[src/rtl/mult_pkg.sv]
// Shared definitions for the multiplier issue/collect controller.
//   mic_state_t : controller state encoding (IDLE, RUN, DONE)
//   OP_W        : operand width of the shift-add multiplier
//   PROD_W      : product width of the shift-add multiplier
//   MIC_TIMEOUT : default number of RUN cycles allowed before a run is aborted
package mult_pkg;

    typedef enum logic [1:0] {
        IDLE = 2'd0,
        RUN  = 2'd1,
        DONE = 2'd2
    } mic_state_t;

    localparam int OP_W        = 32;
    localparam int PROD_W      = 64;
    localparam int MIC_TIMEOUT = 40;

endpackage

[src/rtl/mult_issue_ctrl.sv]
// Issue/collect controller in front of the 32x32 iterative shift-add multiplier.
// Accepts one operand pair, holds it on the multiplier inputs for the whole run,
// captures the product on the first cycle fin is seen, then offers the result
// downstream. A run that never sees fin is aborted after TIMEOUT cycles.
//
// Ports:
//   clk, reset           : clock, synchronous active-high reset
//   in_valid/in_ready    : operand handshake (in_ready only in IDLE)
//   in_a, in_b           : multiplicand / multiplier operand
//   m_reset              : multiplier reset (low only while running)
//   m_mcand, m_mplier    : registered operands driven to the multiplier
//   m_prod, m_fin        : multiplier product and finish flag
//   out_valid/out_ready  : result handshake
//   out_prod, out_err    : captured product, timeout flag (prod is 0 on timeout)
//   busy                 : controller not idle
//
// state | meaning
// ------+-------------------------------------------------------------
// IDLE  | multiplier held in reset, waiting for an operand pair
// RUN   | multiplier running, counting cycles, watching for fin
// DONE  | result (or timeout) presented downstream, multiplier in reset
module mult_issue_ctrl
    import mult_pkg::*;
#(
    parameter int TIMEOUT = MIC_TIMEOUT,
    parameter int CW      = 6
) (
    input  logic              clk,
    input  logic              reset,
    input  logic              in_valid,
    output logic              in_ready,
    input  logic [OP_W-1:0]   in_a,
    input  logic [OP_W-1:0]   in_b,
    output logic              m_reset,
    output logic [OP_W-1:0]   m_mcand,
    output logic [OP_W-1:0]   m_mplier,
    input  logic [PROD_W-1:0] m_prod,
    input  logic              m_fin,
    output logic              out_valid,
    input  logic              out_ready,
    output logic [PROD_W-1:0] out_prod,
    output logic              out_err,
    output logic              busy
);

    localparam logic [CW-1:0] CNT_LAST = CW'(TIMEOUT - 1);

    mic_state_t    state;
    logic [CW-1:0] cnt;

    always_ff @(posedge clk) begin
        if (reset) begin
            state    <= IDLE;
            cnt      <= '0;
            m_mcand  <= '0;
            m_mplier <= '0;
            out_prod <= '0;
            out_err  <= 1'b0;
        end else begin
            case (state)
                IDLE: begin
                    if (in_valid) begin
                        m_mcand  <= in_a;
                        m_mplier <= in_b;
                        cnt      <= '0;
                        state    <= RUN;
                    end
                end
                RUN: begin
                    cnt <= cnt + 1'b1;
                    // The multiplier keeps shifting prod after fin, so only the
                    // first fin cycle carries the correct product. fin wins over
                    // the timeout when both land on the same cycle.
                    if (m_fin) begin
                        out_prod <= m_prod;
                        out_err  <= 1'b0;
                        state    <= DONE;
                    end else if (cnt == CNT_LAST) begin
                        out_prod <= '0;
                        out_err  <= 1'b1;
                        state    <= DONE;
                    end
                end
                DONE: begin
                    if (out_ready) begin
                        state <= IDLE;
                    end
                end
                default: state <= IDLE;
            endcase
        end
    end

    // Pure decodes of the state register: no path from in_valid/out_ready.
    assign in_ready  = (state == IDLE);
    assign out_valid = (state == DONE);
    assign busy      = (state != IDLE);
    // Multiplier is cleared at the accept edge and frozen again once DONE.
    assign m_reset   = (state != RUN);

endmodule

[config.mk]
export PLATFORM = sky130hd
export DESIGN_NAME = mult_issue_ctrl
export DESIGN_NICKNAME = d
export VERILOG_FILES = /design/src/rtl/mult_pkg.sv /design/src/rtl/mult_issue_ctrl.sv
export SDC_FILE = /design/constraint.sdc
export NUM_CORES = 1
export LEC_CHECK = 0
export ABC_AREA = 1
export BUFFER_PORTS_ARGS = -buffer_cell sky130_fd_sc_hd__clkbuf_2
export CORE_MARGIN = 3
export CORE_UTILIZATION = 40
export DETAILED_ROUTE_END_ITERATION = 10
export PLACE_DENSITY = 0.7
export RECOVER_POWER = 25
export SYNTH_ARGS = -nofsm -noshare
export SYNTH_HDL_FRONTEND = slang
export SYNTH_SLANG_ARGS = --single-unit
[constraint.sdc]
create_clock -name clk -period 1.6 [get_ports clk]
set_input_delay 0 -clock clk [delete_from_list [all_inputs] [get_ports clk]]
set_output_delay 0 -clock clk [all_outputs]
set_load 0.005 [all_outputs]
==> flow_summary.rst, run 1 <==
.. list-table::
   :header-rows: 1

   * - Metric
     - Value
   * - Status
     - complete, no violations
   * - Number of warning messages in the yosys log
     - 0
   * - Avg Cell Area, Syn
     - 8.198 µm²
   * - Finished Cell Area
     - 0.008347 mm²
   * - HPWL reported at the end of detailed placement
     - 9485 µm
   * - Leading area contributor after synthesis
     - sky130_fd_sc_hd__dfxtp_1
   * - Worst slew slack as a fraction of its limit
     - 77.22%
   * - Clock tree from TritonCTS
     - yes
   * - Combinational group share of total power
     - 13.8%
   * - Part of the power in the clock network
     - 45.2%
   * - Synth top area share
     - 53.36%
   * - Gpl congestion
     - 0.8239
   * - Critical path's most frequent cell
     - sky130_fd_sc_hd__nand3_1
   * - Wire length of the first global-routing pass
     - 27290 µm
   * - CP Cell Sequence
     - ha_1 -> nand3_1 -> nor2_2 -> nand2_2 -> buf_12 -> nand3_1 -> a21oi_1
   * - Synthesized instance count
     - 627
   * - Core Footprint
     - 0.01226 mm²
   * - Clock tree skew after final layout
     - 0.005297 ns
   * - Worst-Skew Late Latency
     - 0.41 ns
   * - Clock-pin slew on the worst setup and hold paths
     - 0.05 ns
   * - Clock Tree Buf Depth
     - 2
   * - Filler Cells Inserted
     - 944
   * - Total net switching power
     - 0.002130 W
   * - CP Launch Type
     - flip-flop
   * - Accumulated negative setup slack
     - 0 ns
   * - Vias in the first global route
     - 5633
   * - Crit end category
     - flip-flop
   * - Unrepaired setup endpoints after global routing
     - false
   * - Clock Sinks
     - 137
   * - Final period demand of the worst path
     - 1.490 ns
   * - WP data arrival
     - 1.77 ns
   * - Peak VDD IR
     - 0.5667 mV
   * - Average wire per standard cell
     - 14.55 µm
   * - Critical path data required time
     - 1.88 ns
   * - Max Cap Viol
     - 0
   * - DIE AREA
     - 0.01425 mm²
   * - Final Max Slew Viols
     - 0
   * - Antenna Violating Nets Remaining
     - 0
   * - First-pass iteration count of the detailed router
     - 5
   * - Nets in the synthesized netlist
     - 761
   * - Pin count of the biggest net entering global routing
     - 71
   * - Final Setup Violations
     - 0
   * - Number of CTS-inserted buffers
     - 17
   * - Largest delay contributor family on the critical path
     - simple AND/OR/NAND/NOR gates
   * - Stage delay of the slowest cell on the critical path
     - 0.37 ns
   * - Class of the tightest hold or removal check
     - input pin to flip-flop
   * - PwrDens
     - 1092 mW/mm²
   * - CP max stage cell
     - sky130_fd_sc_hd__dfxtp_1
   * - Sequential cell area fraction in the yosys report
     - 53.36%
   * - Syn Std Cell Area
     - 0.005140 mm²
   * - Final critical-path share of the clock period
     - 93.12%
   * - Static leakage
     - 3.653 nW
   * - Placed cell area
     - 0.006475 mm²
   * - Switching Fraction
     - 23.37%
   * - Die span in y
     - 119.4 µm
   * - Critical path fanouts, max
     - 27
   * - DIE WIDTH
     - 119.4 µm
   * - DRC violation total after the first TritonRoute iteration
     - 430
   * - Final routed wirelength across all metal layers
     - 17200 µm
   * - Number of nets in the layout
     - 1136
   * - GRT overflow
     - 0
   * - Count of unresolved DRC violations after routing
     - 0
   * - Crit path buffers/inverters
     - 1
   * - Layout overhead on the synthesized area
     - 62.39%
   * - Achievable frequency
     - 671.2 MHz
   * - Routed via count divided by cell count
     - 4.928
   * - GRT Overall Usage
     - 23.53%
   * - Top-Level Pins
     - 266
   * - Number of H-tree levels
     - 4
   * - Slew at the pin with the worst max-slew slack
     - 0.3418 ns
   * - Via count
     - 5825
   * - Antenna diode count
     - 0
   * - Library cell used as clock root buffer
     - sky130_fd_sc_hd__clkbuf_16
   * - Count of buffers inserted at the top-level ports
     - 265
   * - Share of post-route cells with drive strength above 1
     - 27.61%
   * - Number of placement rows
     - 40
   * - Count of distinct cell types in the synthesized netlist
     - 26
   * - Number of synthesized register bits
     - 137
   * - Int Power
     - 0.006983 W
   * - Part of the power in registers
     - 41.1%
   * - Number of antenna violations at the first check in global routing
     - 0
   * - Hold Vio Cnt, Final
     - 0
   * - Leading post-synthesis cells by cell area
     - sky130_fd_sc_hd__dfxtp_1 53%, sky130_fd_sc_hd__nor2_1 9.9%, sky130_fd_sc_hd__nand3_1 6.7%
   * - Critical path start-end classification
     - flip-flop to flip-flop
   * - Initial Util
     - 41.92%
cell usage after synthesis, drive strengths merged:
cell type	number
a21boi	1
a21oi	72
buf	33
clkbuf	17
clkinv	1
dfxtp	137
ha	1
inv	8
nand2	81
nand3	69
nand4	1
nor2	137
nor3	2
o21ai	67
final cells by class:
cell class | count | area [µm²] | share of cell area, %
Multi-Input combinational cell | 431 | 1983 | 23.76
Inverter | 9 | 40.04 | 0.4797
Clock buffer | 24 | 481.7 | 5.771
Sequential cell | 137 | 2743 | 32.86
Clock inverter | 7 | 140.1 | 1.679
Tap cell | 168 | 210.2 | 2.518
Timing Repair Buffer | 406 | 2749 | 32.93
cell usage in the layout (no fill, tap or decap), drive strengths merged:
master	Yosys	final
bufinv	0	4
nor3	2	2
dfxtp	137	137
a21boi	1	1
nand2	81	81
dlygate4sd3	0	131
buf	33	10
o21ai	67	67
a21oi	72	72
clkbuf	17	289
nand3	69	69
clkinv	1	2
nor2	137	137
nand4	1	1
inv	8	8
clkinvlp	0	2
ha	1	1
state kept, by name, summed over array words and instances, names as in the netlist:
name	flops
out_err	1
m_mcand	32
state	2
m_mplier	32
out_prod	64
cnt	6
power by group through the flow:
stage | combinational (W) | sequential (W) | clock [W]
floorplan | 0.000509 | 0.00383 | 0
global placement | 0.000981 | 0.00380 | 0
detailed placement | 0.000986 | 0.00380 | 0
CTS | 0.00125 | 0.00373 | 0.00418
global route | 0.00138 | 0.00376 | 0.00434
finish | 0.00125 | 0.00374 | 0.00412
path summary, 6_finish.rpt:
| path | startpoint | to | slack [ns] | depth (start not counted) |
|---|---|---|---|---|
| max | cnt[1] | out_prod[36] | 0.11 | 7 |
| max reg2reg | cnt[1] | out_prod[36] | 0.11 | 7 |
| min | reset | out_prod[39] | 0.09 | 3 |
| min reg2reg | cnt[4] | cnt[4] | 0.47 | 2 |
routing by layer:
metal / vias up / wire (µm) / global-route usage [%] / share of wire [%]
met5: - / 0 / 0 / 0
met4: 0 / 926 / 14.53 / 5.4
met3: 72 / 1361 / 7.028 / 7.9
met2: 313 / 8076 / 37.30 / 47
met1: 2629 / 6836 / 27.90 / 40
li1: 2811 / - / - / -
cells by family (layout without fill, tap and decap cells):
family | after synthesis | in the layout | share of synthesized area [%]
flops | 137 | 137 | 53.36
compound gates | 140 | 140 | 14.41
fa+ha+maj | 1 | 1 | 0.2434
simple gates | 290 | 290 | 23.83
buf+inv | 59 | 446 | 8.155
tightest hold or removal path, delay by kind of cell:
family	cells	cell delay [ns]
compound gates	1	0.13
buf+inv	2	0.32
timing repair:
action,4_1_cts,5_1_grt
resized for setup,0,1
endpoints found under the setup margin,0,61
buffers inserted,0,0
hold endpoints to repair,130,0
hold buffers,131,0
metrics by stage:
step / worst slack, ns / hold WS (ns) / total power [W] / util [%] / std cells
5_1_grt: 0.002647 / 0.1025 / 0.009485 / 68.07 / 1182
6_report: 0.1101 / 0.08660 / 0.009113 / 68.07 / 1182
3_3_place_gp: 0.1681 / 0.2335 / 0.004780 / 52.81 / 1020
4_1_cts: 0.09342 / 0.06335 / 0.009163 / 68.57 / 1182
3_5_place_dp: 0.1177 / 0.2406 / 0.004791 / 52.81 / 1020
2_1_floorplan: 0.1776 / 0.1431 / 0.004334 / - / 627
Power figures use the tool's default switching activity.
==> inputs of run 2 (changes only) <==
--- a/config.mk
+++ b/config.mk
@@ -5,12 +5,11 @@
 export SDC_FILE = /design/constraint.sdc
 export NUM_CORES = 1
 export LEC_CHECK = 0
-export ABC_AREA = 1
 export BUFFER_PORTS_ARGS = -buffer_cell sky130_fd_sc_hd__clkbuf_2
 export CORE_MARGIN = 3
 export CORE_UTILIZATION = 40
 export DETAILED_ROUTE_END_ITERATION = 10
-export PLACE_DENSITY = 0.7
+export PLACE_DENSITY = 0.69
 export RECOVER_POWER = 25
 export SYNTH_ARGS = -nofsm -noshare
 export SYNTH_HDL_FRONTEND = slang
==> run 2 against run 1 <==
  * Sequential share of layout area down 1.0 points
  * Fmax up 0.72%
  * Final area up 3.2%
  * Die area up 3.6%
  * Core utilization down 0.89 points
  * First-iteration DRC count down 31%
  * Largest power group unchanged
==> flow_summary.rst, run 2 <==
.. list-table::
   :header-rows: 1

   * - Metric
     - Value
   * - Share of post-route cells with drive strength above 1
     - 26.17% (-1.4 points)
   * - Critical path fanouts, max
     - 64 (+140%)
   * - Setup slack of the worst register-to-register path
     - 0.12 ns (about the same)
   * - Antenna diode count
     - 0 (unchanged)
   * - Flip-flop count of the largest register, all copies and words added
     - 64 (unchanged)
   * - GRT overflow
     - 0 (unchanged)
   * - CP Launch Type
     - flip-flop
   * - Number of enable flip-flop cells after synthesis
     - 0 (unchanged)
   * - Routed via count divided by cell count
     - 4.856 (-1.5%)
   * - Achievable frequency
     - 676.0 MHz (+0.72%)
   * - Layout overhead on the synthesized area
     - 61.49%
   * - PwrDens
     - 1019 mW/mm² (-6.7%)
   * - Accumulated negative setup slack
     - 0 ns (unchanged)
   * - Cell types with the highest counts after synthesis
     - 137 x sky130_fd_sc_hd__dfxtp_1, 131 x sky130_fd_sc_hd__nand2_1, 69 x sky130_fd_sc_hd__a21oi_1
   * - Count of distinct cell types in the synthesized netlist
     - 29 (+12%)
   * - Count of cells along the worst register-to-register path
     - 5 (-2)
   * - Min-Delay Endpoint
     - out_prod[38]
   * - Static leakage
     - 3.636 nW (-0.47%)
   * - Top_reg_cell synth
     - sky130_fd_sc_hd__dfxtp_1
   * - Setup slack of the critical path after layout
     - 0.1207 ns (+0.01068 ns)
   * - Unrepaired setup endpoints after global routing
     - false
   * - R2r endpoint
     - m_mcand[17]
   * - Clock-pin slew on the worst setup and hold paths
     - 0.06 ns (about the same)
   * - Area of the multi-input gates
     - 0.002310 mm² (+16%)
   * - Avg Cell Area, Syn
     - 8.605 µm² (+5.0%)
   * - Clock tree from TritonCTS
     - yes
   * - Cell with the most instances after synthesis
     - sky130_fd_sc_hd__dfxtp_1
   * - Commonest non-fill, non-tap cell in the layout
     - sky130_fd_sc_hd__clkbuf_2
   * - Clock Sinks
     - 137 (unchanged)
   * - Final Setup Violations
     - 0 (unchanged)
   * - Worst-Skew Late Latency
     - 0.41 ns (about the same)
   * - Final critical-path share of the clock period
     - 92.45% (-0.67 points)
   * - Count of unresolved DRC violations after routing
     - 0 (unchanged)
   * - Filler Cells Inserted
     - 977 (+3.5%)
   * - Max Cap Viol
     - 0 (unchanged)
   * - DIE AREA
     - 0.01476 mm² (+3.6%)
   * - Hold Vio Cnt, Final
     - 0 (unchanged)
   * - Synth top area share
     - 51.41% (-2.0 points)
   * - Critical path start-end classification
     - flip-flop to flip-flop
   * - Gpl congestion
     - 0.7482 (-9.2%)
   * - Setup Fix Bufs, Post-CTS
     - 0 (unchanged)
   * - Clock Tree Buf Depth
     - 2 (unchanged)
   * - Number of warning messages in the yosys log
     - 0 (unchanged)
   * - Sequential cell area fraction in the yosys report
     - 51.41% (-2.0 points)
   * - Leading post-synthesis cells by cell area
     - sky130_fd_sc_hd__dfxtp_1 51%, sky130_fd_sc_hd__nand3b_1 9.4%, sky130_fd_sc_hd__nand2_1 9.2%
   * - Worst slew slack as a fraction of its limit
     - 80.21% (+3.0 points)
   * - Count of buffers inserted at the top-level ports
     - 265 (unchanged)
   * - Critical path data required time
     - 1.92 ns (+0.04 ns)
   * - Initial Util
     - 41.60% (-0.32 points)
   * - Registers with the most flip-flops
     - out_prod (64), m_mcand (32), m_mplier (32)
   * - Leading area contributor after synthesis
     - sky130_fd_sc_hd__dfxtp_1
   * - Vias in the first global route
     - 5723 (+1.6%)
   * - Area taken by flip-flops and latches
     - 0.002744 mm² (about the same)
   * - Crit end category
     - flip-flop
   * - Hold path start
     - reset
   * - Via count
     - 5716 (-1.9%)
   * - Min-Delay Path Depth
     - 3 (unchanged)
   * - WP data arrival
     - 1.80 ns (+0.03 ns)
   * - DIE WIDTH
     - 121.5 µm (+1.8%)
   * - Core Footprint
     - 0.01282 mm² (+4.6%)
   * - Clock tree skew after final layout
     - 0.008887 ns (+0.003590 ns)
   * - Average wire per standard cell
     - 15.11 µm (+3.8%)
   * - Die span in y
     - 121.5 µm (+1.8%)
   * - Number of CTS-inserted buffers
     - 17 (unchanged)
   * - Wire length of the first global-routing pass
     - 28120 µm (+3.1%)
   * - Slew at the pin with the worst max-slew slack
     - 0.2968 ns (-0.04496 ns)
   * - Number of placement rows
     - 41 (+2.5%)
   * - Commonest non-fill, non-tap cells in the layout
     - 216 x sky130_fd_sc_hd__clkbuf_2, 136 x sky130_fd_sc_hd__dfxtp_1, 131 x sky130_fd_sc_hd__nand2_1, 131 x sky130_fd_sc_hd__dlygate4sd3_1, 69 x sky130_fd_sc_hd__a21oi_1
   * - Pin count of the biggest net entering global routing
     - 80 (+13%)
   * - Number of H-tree levels
     - 4 (unchanged)
   * - Status
     - complete, no violations
   * - GRT Overall Usage
     - 23.72% (+0.19 points)
   * - Top-Level Pins
     - 266 (unchanged)
   * - HPWL reported at the end of detailed placement
     - 9671 µm (+2.0%)
   * - Share of synthesized flip-flops with an asynchronous set or reset
     - 0% (unchanged)
   * - Syn Std Cell Area
     - 0.005335 mm² (+3.8%)
   * - Pre-CTS WS
     - 0.1359 ns (+0.01820 ns)
   * - Antenna Violating Nets Remaining
     - 0 (unchanged)
   * - Final period demand of the worst path
     - 1.479 ns (-0.01068 ns)
   * - Class of the tightest hold or removal check
     - input pin to flip-flop
   * - Peak VDD IR
     - 0.8847 mV (+56%)
   * - Final routed wirelength across all metal layers
     - 17780 µm (+3.4%)
   * - Library cell used as clock root buffer
     - sky130_fd_sc_hd__clkbuf_16
   * - Number of nets in the layout
     - 1128 (-0.70%)
   * - Synthesized instance count
     - 620 (-1.1%)
   * - Number of synthesized register bits
     - 137 (unchanged)
   * - DRC violation total after the first TritonRoute iteration
     - 298 (-31%)
   * - Launching point of the worst reg2reg path
     - state[1]
   * - Final Max Slew Viols
     - 0 (unchanged)
   * - Top register by number of flip-flops
     - out_prod
   * - Number of antenna violations at the first check in global routing
     - 0 (unchanged)
   * - First-pass iteration count of the detailed router
     - 5 (unchanged)
   * - Nets in the synthesized netlist
     - 754 (-0.92%)
## run 2: cell families (layout without fill, tap and decap cells)
group | count (synthesis) | count (layout) | share of synthesized area [%]
AOI/OAI and AO/OA | 142 | 142 | 13.72
adders and majority gates | 1 | 1 | 0.2345
buffers and inverters | 55 | 440 | 5.629
DFF | 137 | 137 | 51.41
muxes | 2 | 2 | 0.3752
and+or+nand+nor | 283 | 283 | 28.63
## run 2: area by class of cell
| class | instances | share of cell area (%) |
|---|---|---|
| Sequential cell | 137 | 31.85 |
| Multi-Input combinational cell | 428 | 26.81 |
| Clock inverter | 8 | 1.394 |
| Inverter | 2 | 0.08713 |
| Timing Repair Buffer | 408 | 31.86 |
| Clock buffer | 22 | 5.504 |
| Tap cell | 172 | 2.498 |
## run 2: how the worst max path moves through the flow
stage	from	end	slack (ns)	cells past startpoint
3_3_place_gp	state[0]	cnt[4]	0.15	4
5_1_grt	state[1]	m_mcand[17]	0.02	5
3_5_place_dp	state[0]	out_prod[6]	0.14	4
2_1_floorplan	state[0]	m_mcand[29]	0.20	7
4_1_cts	state[0]	out_prod[8]	0.12	4
6_report	state[1]	m_mcand[17]	0.12	5
## run 2: timing repair
action,4_1_cts,5_1_grt
setup endpoints to repair,0,5
resized for setup,0,1
hold buffers,131,0
hold endpoints to repair,132,0
## run 2: critical path: stages (launching register included)
cell and delay (ns):
sky130_fd_sc_hd__dfxtp_1 0.36, sky130_fd_sc_hd__buf_4 0.17, sky130_fd_sc_hd__nor3b_2 0.25, sky130_fd_sc_hd__buf_12 0.30
sky130_fd_sc_hd__nand2_1 0.09, sky130_fd_sc_hd__a21oi_1 0.20
## run 2: where the power goes
group | internal [W] | switching, W | total, W
clock | 0.00255 | 0.00139 | 0.00394
sequential | 0.00359 | 0.0000992 | 0.00369
combinational | 0.000621 | 0.000536 | 0.00116
## run 2: metal layers
layer	track usage [%]	share of wire (%)	up-vias
met1	26.22	39	2616
met4	8.123	2.1	0
met3	9.930	9.6	33
li1	-	-	2807
met2	40.90	50	260
met5	0	0	-
## run 2: metrics by stage
step / cells / power (W) / utilization [%] / cell area, µm² / hold slack (ns)
after floorplan: 620 / 0.004195 / - / 5335 / 0.1360
after global placement: 1016 / 0.004629 / 52.78 / 6769 / 0.2237
after detailed placement: 1016 / 0.004637 / 52.78 / 6769 / 0.2279
after CTS: 1177 / 0.008830 / 67.64 / 8675 / 0.03956
after global routing: 1177 / 0.009121 / 67.18 / 8616 / 0.08208
final: 1177 / 0.008781 / 67.18 / 8616 / 0.07241
==> inputs of run 3 (changes only) <==
--- a/config.mk
+++ b/config.mk
@@ -6,10 +6,12 @@
 export NUM_CORES = 1
 export LEC_CHECK = 0
 export BUFFER_PORTS_ARGS = -buffer_cell sky130_fd_sc_hd__clkbuf_2
+export CELL_PAD_IN_SITES_DETAIL_PLACEMENT = 0
+export CELL_PAD_IN_SITES_GLOBAL_PLACEMENT = 1
 export CORE_MARGIN = 3
-export CORE_UTILIZATION = 40
+export CORE_UTILIZATION = 32
 export DETAILED_ROUTE_END_ITERATION = 10
-export PLACE_DENSITY = 0.69
+export PLACE_DENSITY = 0.77
 export RECOVER_POWER = 25
 export SYNTH_ARGS = -nofsm -noshare
 export SYNTH_HDL_FRONTEND = slang
==> run 3 against run 2 <==
  * Global-route usage is 5.7 points lower
  * Combinational power about the same
  * Critical endpoint is now out_prod[26]
  * Count of clock-buffer cells in the layout stayed put
  * Critical path depth did not move
  * Final area increased by 2.9%
  * Core utilization fell by 12 points
  * Sequential share of layout area shrank 0.89 points
  * Sequential power barely moved
  * Via count shrank 2.5%
  * Cell count is 4.6% higher
  * Worst setup slack better by 0.023 ns
==> flow_summary.rst, run 3 (synthesized netlist as in run 2, its figures left out) <==
.. list-table::
   :header-rows: 1

   * - Metric
     - Value
   * - Status
     - complete, no violations
   * - CP Launch Type
     - flip-flop
   * - Share of post-route cells with drive strength above 1
     - 27.49% (+1.3 points)
   * - Clock tree from TritonCTS
     - yes
   * - Worst slew slack as a fraction of its limit
     - 77.65% (-2.6 points)
   * - DIE WIDTH
     - 135.1 µm (+11%)
   * - Pin count of the biggest net entering global routing
     - 80 (unchanged)
   * - First-pass iteration count of the detailed router
     - 4 (-1)
   * - Final critical-path share of the clock period
     - 91.04% (-1.4 points)
   * - Final routed wirelength across all metal layers
     - 17230 µm (-3.1%)
   * - Setup slack of the critical path after layout
     - 0.1434 ns (+0.02266 ns)
   * - Clock Tree Buf Depth
     - 2 (unchanged)
   * - Pre-CTS WS
     - 0.1290 ns (-0.006931 ns)
   * - Final period demand of the worst path
     - 1.457 ns (-0.02266 ns)
   * - Final Setup Violations
     - 0 (unchanged)
   * - Routed via count divided by cell count
     - 4.528 (-6.8%)
   * - Accumulated negative setup slack
     - 0 ns (unchanged)
   * - Wire length of the first global-routing pass
     - 27020 µm (-3.9%)
   * - Antenna Violating Nets Remaining
     - 0 (unchanged)
   * - HPWL reported at the end of detailed placement
     - 10510 µm (+8.7%)
   * - Total net switching power
     - 0.002099 W (+3.7%)
   * - PwrDens
     - 1033 mW/mm² (+1.3%)
   * - Combinational group share of total power
     - 13.0% (-0.2 points)
   * - Util after Layout
     - 55.02% (-12 points)
   * - Launching element of the worst setup path
     - state[1]
   * - Commonest non-fill, non-tap cell in the layout
     - sky130_fd_sc_hd__clkbuf_2
   * - Filler Cells Inserted
     - 1482 (+52%)
   * - Setup slack of the worst register-to-register path
     - 0.14 ns (+0.02 ns)
   * - Critical path data required time
     - 1.93 ns (about the same)
   * - Worst-Skew Late Latency
     - 0.41 ns (about the same)
   * - Int Power
     - 0.007058 W (+4.5%)
   * - Initial Util
     - 33.11% (-8.5 points)
   * - GRT Overall Usage
     - 18.03% (-5.7 points)
   * - DIE AREA
     - 0.01826 mm² (+24%)
   * - Crit end category
     - flip-flop
   * - Number of antenna violations at the first check in global routing
     - 0 (unchanged)
   * - Clock Sinks
     - 137 (unchanged)
   * - Number of placement rows
     - 46 (+12%)
   * - Vias in the first global route
     - 5554 (-3.0%)
   * - Via count
     - 5574 (-2.5%)
   * - Part of the power in the clock network
     - 46.9% (+2.1 points)
   * - Final Max Slew Viols
     - 0 (unchanged)
   * - Clock-pin slew on the worst setup and hold paths
     - 0.06 ns (about the same)
   * - Commonest non-fill, non-tap cells in the layout
     - 218 x sky130_fd_sc_hd__clkbuf_2, 135 x sky130_fd_sc_hd__dfxtp_1, 131 x sky130_fd_sc_hd__nand2_1, 131 x sky130_fd_sc_hd__dlygate4sd3_1, 69 x sky130_fd_sc_hd__a21oi_1
   * - Library cell used as clock root buffer
     - sky130_fd_sc_hd__clkbuf_16
   * - Top register by number of flip-flops
     - out_prod
   * - Antenna diode count
     - 0 (unchanged)
   * - WP data arrival
     - 1.79 ns (about the same)
   * - Number of nets in the layout
     - 1136 (+0.71%)
   * - Clock tree skew after final layout
     - 0.01763 ns (+0.008747 ns)
   * - Unrepaired setup endpoints after global routing
     - false
   * - Flip-flop count of the largest register, all copies and words added
     - 64 (unchanged)
   * - Die span in y
     - 135.1 µm (+11%)
   * - Average wire per standard cell
     - 14.00 µm (-7.3%)
   * - Class of the tightest hold or removal check
     - input pin to flip-flop
   * - Layout overhead on the synthesized area
     - 66.21%
   * - Top-Level Pins
     - 266 (unchanged)
   * - Core Footprint
     - 0.01612 mm² (+26%)
   * - Count of buffers inserted at the top-level ports
     - 265 (unchanged)
   * - Max Cap Viol
     - 0 (unchanged)
   * - DRC violation total after the first TritonRoute iteration
     - 193 (-35%)
   * - Count of unresolved DRC violations after routing
     - 0 (unchanged)
   * - Peak VDD IR
     - 0.6918 mV (-22%)
   * - Registers with the most flip-flops
     - out_prod (64), m_mcand (32), m_mplier (32)
   * - Gpl congestion
     - 0.7400 (-1.1%)
   * - Number of CTS-inserted buffers
     - 17 (unchanged)
   * - Switching Fraction
     - 22.92% (-0.13 points)
   * - Critical path start-end classification
     - flip-flop to flip-flop
   * - Launching point of the worst reg2reg path
     - state[1]
   * - Hold path start
     - reset
   * - Slew at the pin with the worst max-slew slack
     - 0.3340 ns (+0.03723 ns)
   * - Achievable frequency
     - 686.5 MHz (+1.6%)
   * - Static leakage
     - 3.734 nW (+2.7%)
   * - Hold Vio Cnt, Final
     - 0 (unchanged)
   * - Part of the power in registers
     - 40.2% (-1.8 points)
   * - Number of H-tree levels
     - 4 (unchanged)
   * - GRT overflow
     - 0 (unchanged)
   * - Critical path fanouts, max
     - 12 (-81%)
[run 3: metrics by stage]
| stage | power (W) | instance area, µm² | hold WS (ns) | instances |
|---|---|---|---|---|
| floorplan | 0.004195 | 5335 | 0.1360 | 620 |
| global placement | 0.004663 | 6859 | 0.2241 | 1063 |
| detailed placement | 0.004667 | 6859 | 0.2284 | 1063 |
| CTS | 0.009282 | 8827 | 0.06472 | 1226 |
| global route | 0.009560 | 8867 | 0.1048 | 1231 |
| finish | 0.009157 | 8867 | 0.08779 | 1231 |
[run 3: worst paths after layout]
| path | endpoint | depth (start not counted) |
|---|---|---|
| worst min-delay path | out_prod[31] | 3 |
| worst min register to register | m_mcand[22] | 2 |
| worst max register to register | out_prod[26] | 5 |
| worst max-delay path | out_prod[26] | 5 |
[run 3: layout make-up]
class | count | area [µm²] | area share (%)
clock buffer | 22 | 494.2 | 5.574
multi-input combinational | 428 | 2312 | 26.08
clock inverter | 10 | 162.7 | 1.834
sequential | 137 | 2745 | 30.96
tap | 216 | 270.3 | 3.048
inverter | 2 | 7.507 | 0.08466
timing repair buffer | 416 | 2875 | 32.43
[run 3: worst max-delay path, cell delays in order (launching register included)]
cell and delay [ns]:
sky130_fd_sc_hd__dfxtp_1 0.42, sky130_fd_sc_hd__and3b_2 0.28, sky130_fd_sc_hd__o21bai_4 0.20, sky130_fd_sc_hd__buf_12 0.14
sky130_fd_sc_hd__clkbuf_16 0.16, sky130_fd_sc_hd__o21ai_0 0.17
[run 3: repair_timing]
item                                   4_1_cts  5_1_grt
hold buffers                               131        0
setup buffers                                0        2
endpoints found under the hold margin      132        0
setup endpoints to repair                    0        4
resized for setup                            0        4
[run 3: metal layers]
layer	wire [µm]	vias up	GRT usage, %
met1	7223	2531	21.67
met3	1345	19	5.849
li1	-	2831	-
met4	232	0	5.487
met2	8431	193	30.72
met5	0	-	0
[run 3: power groups by stage]
stage | Combinational [W] | Clock, W | Sequential, W
after floorplan | 0.000438 | 0 | 0.00376
after global placement | 0.000918 | 0 | 0.00374
after detailed placement | 0.000918 | 0 | 0.00375
after CTS | 0.00118 | 0.00443 | 0.00368
after global routing | 0.00131 | 0.00455 | 0.00370
final | 0.00119 | 0.00429 | 0.00368
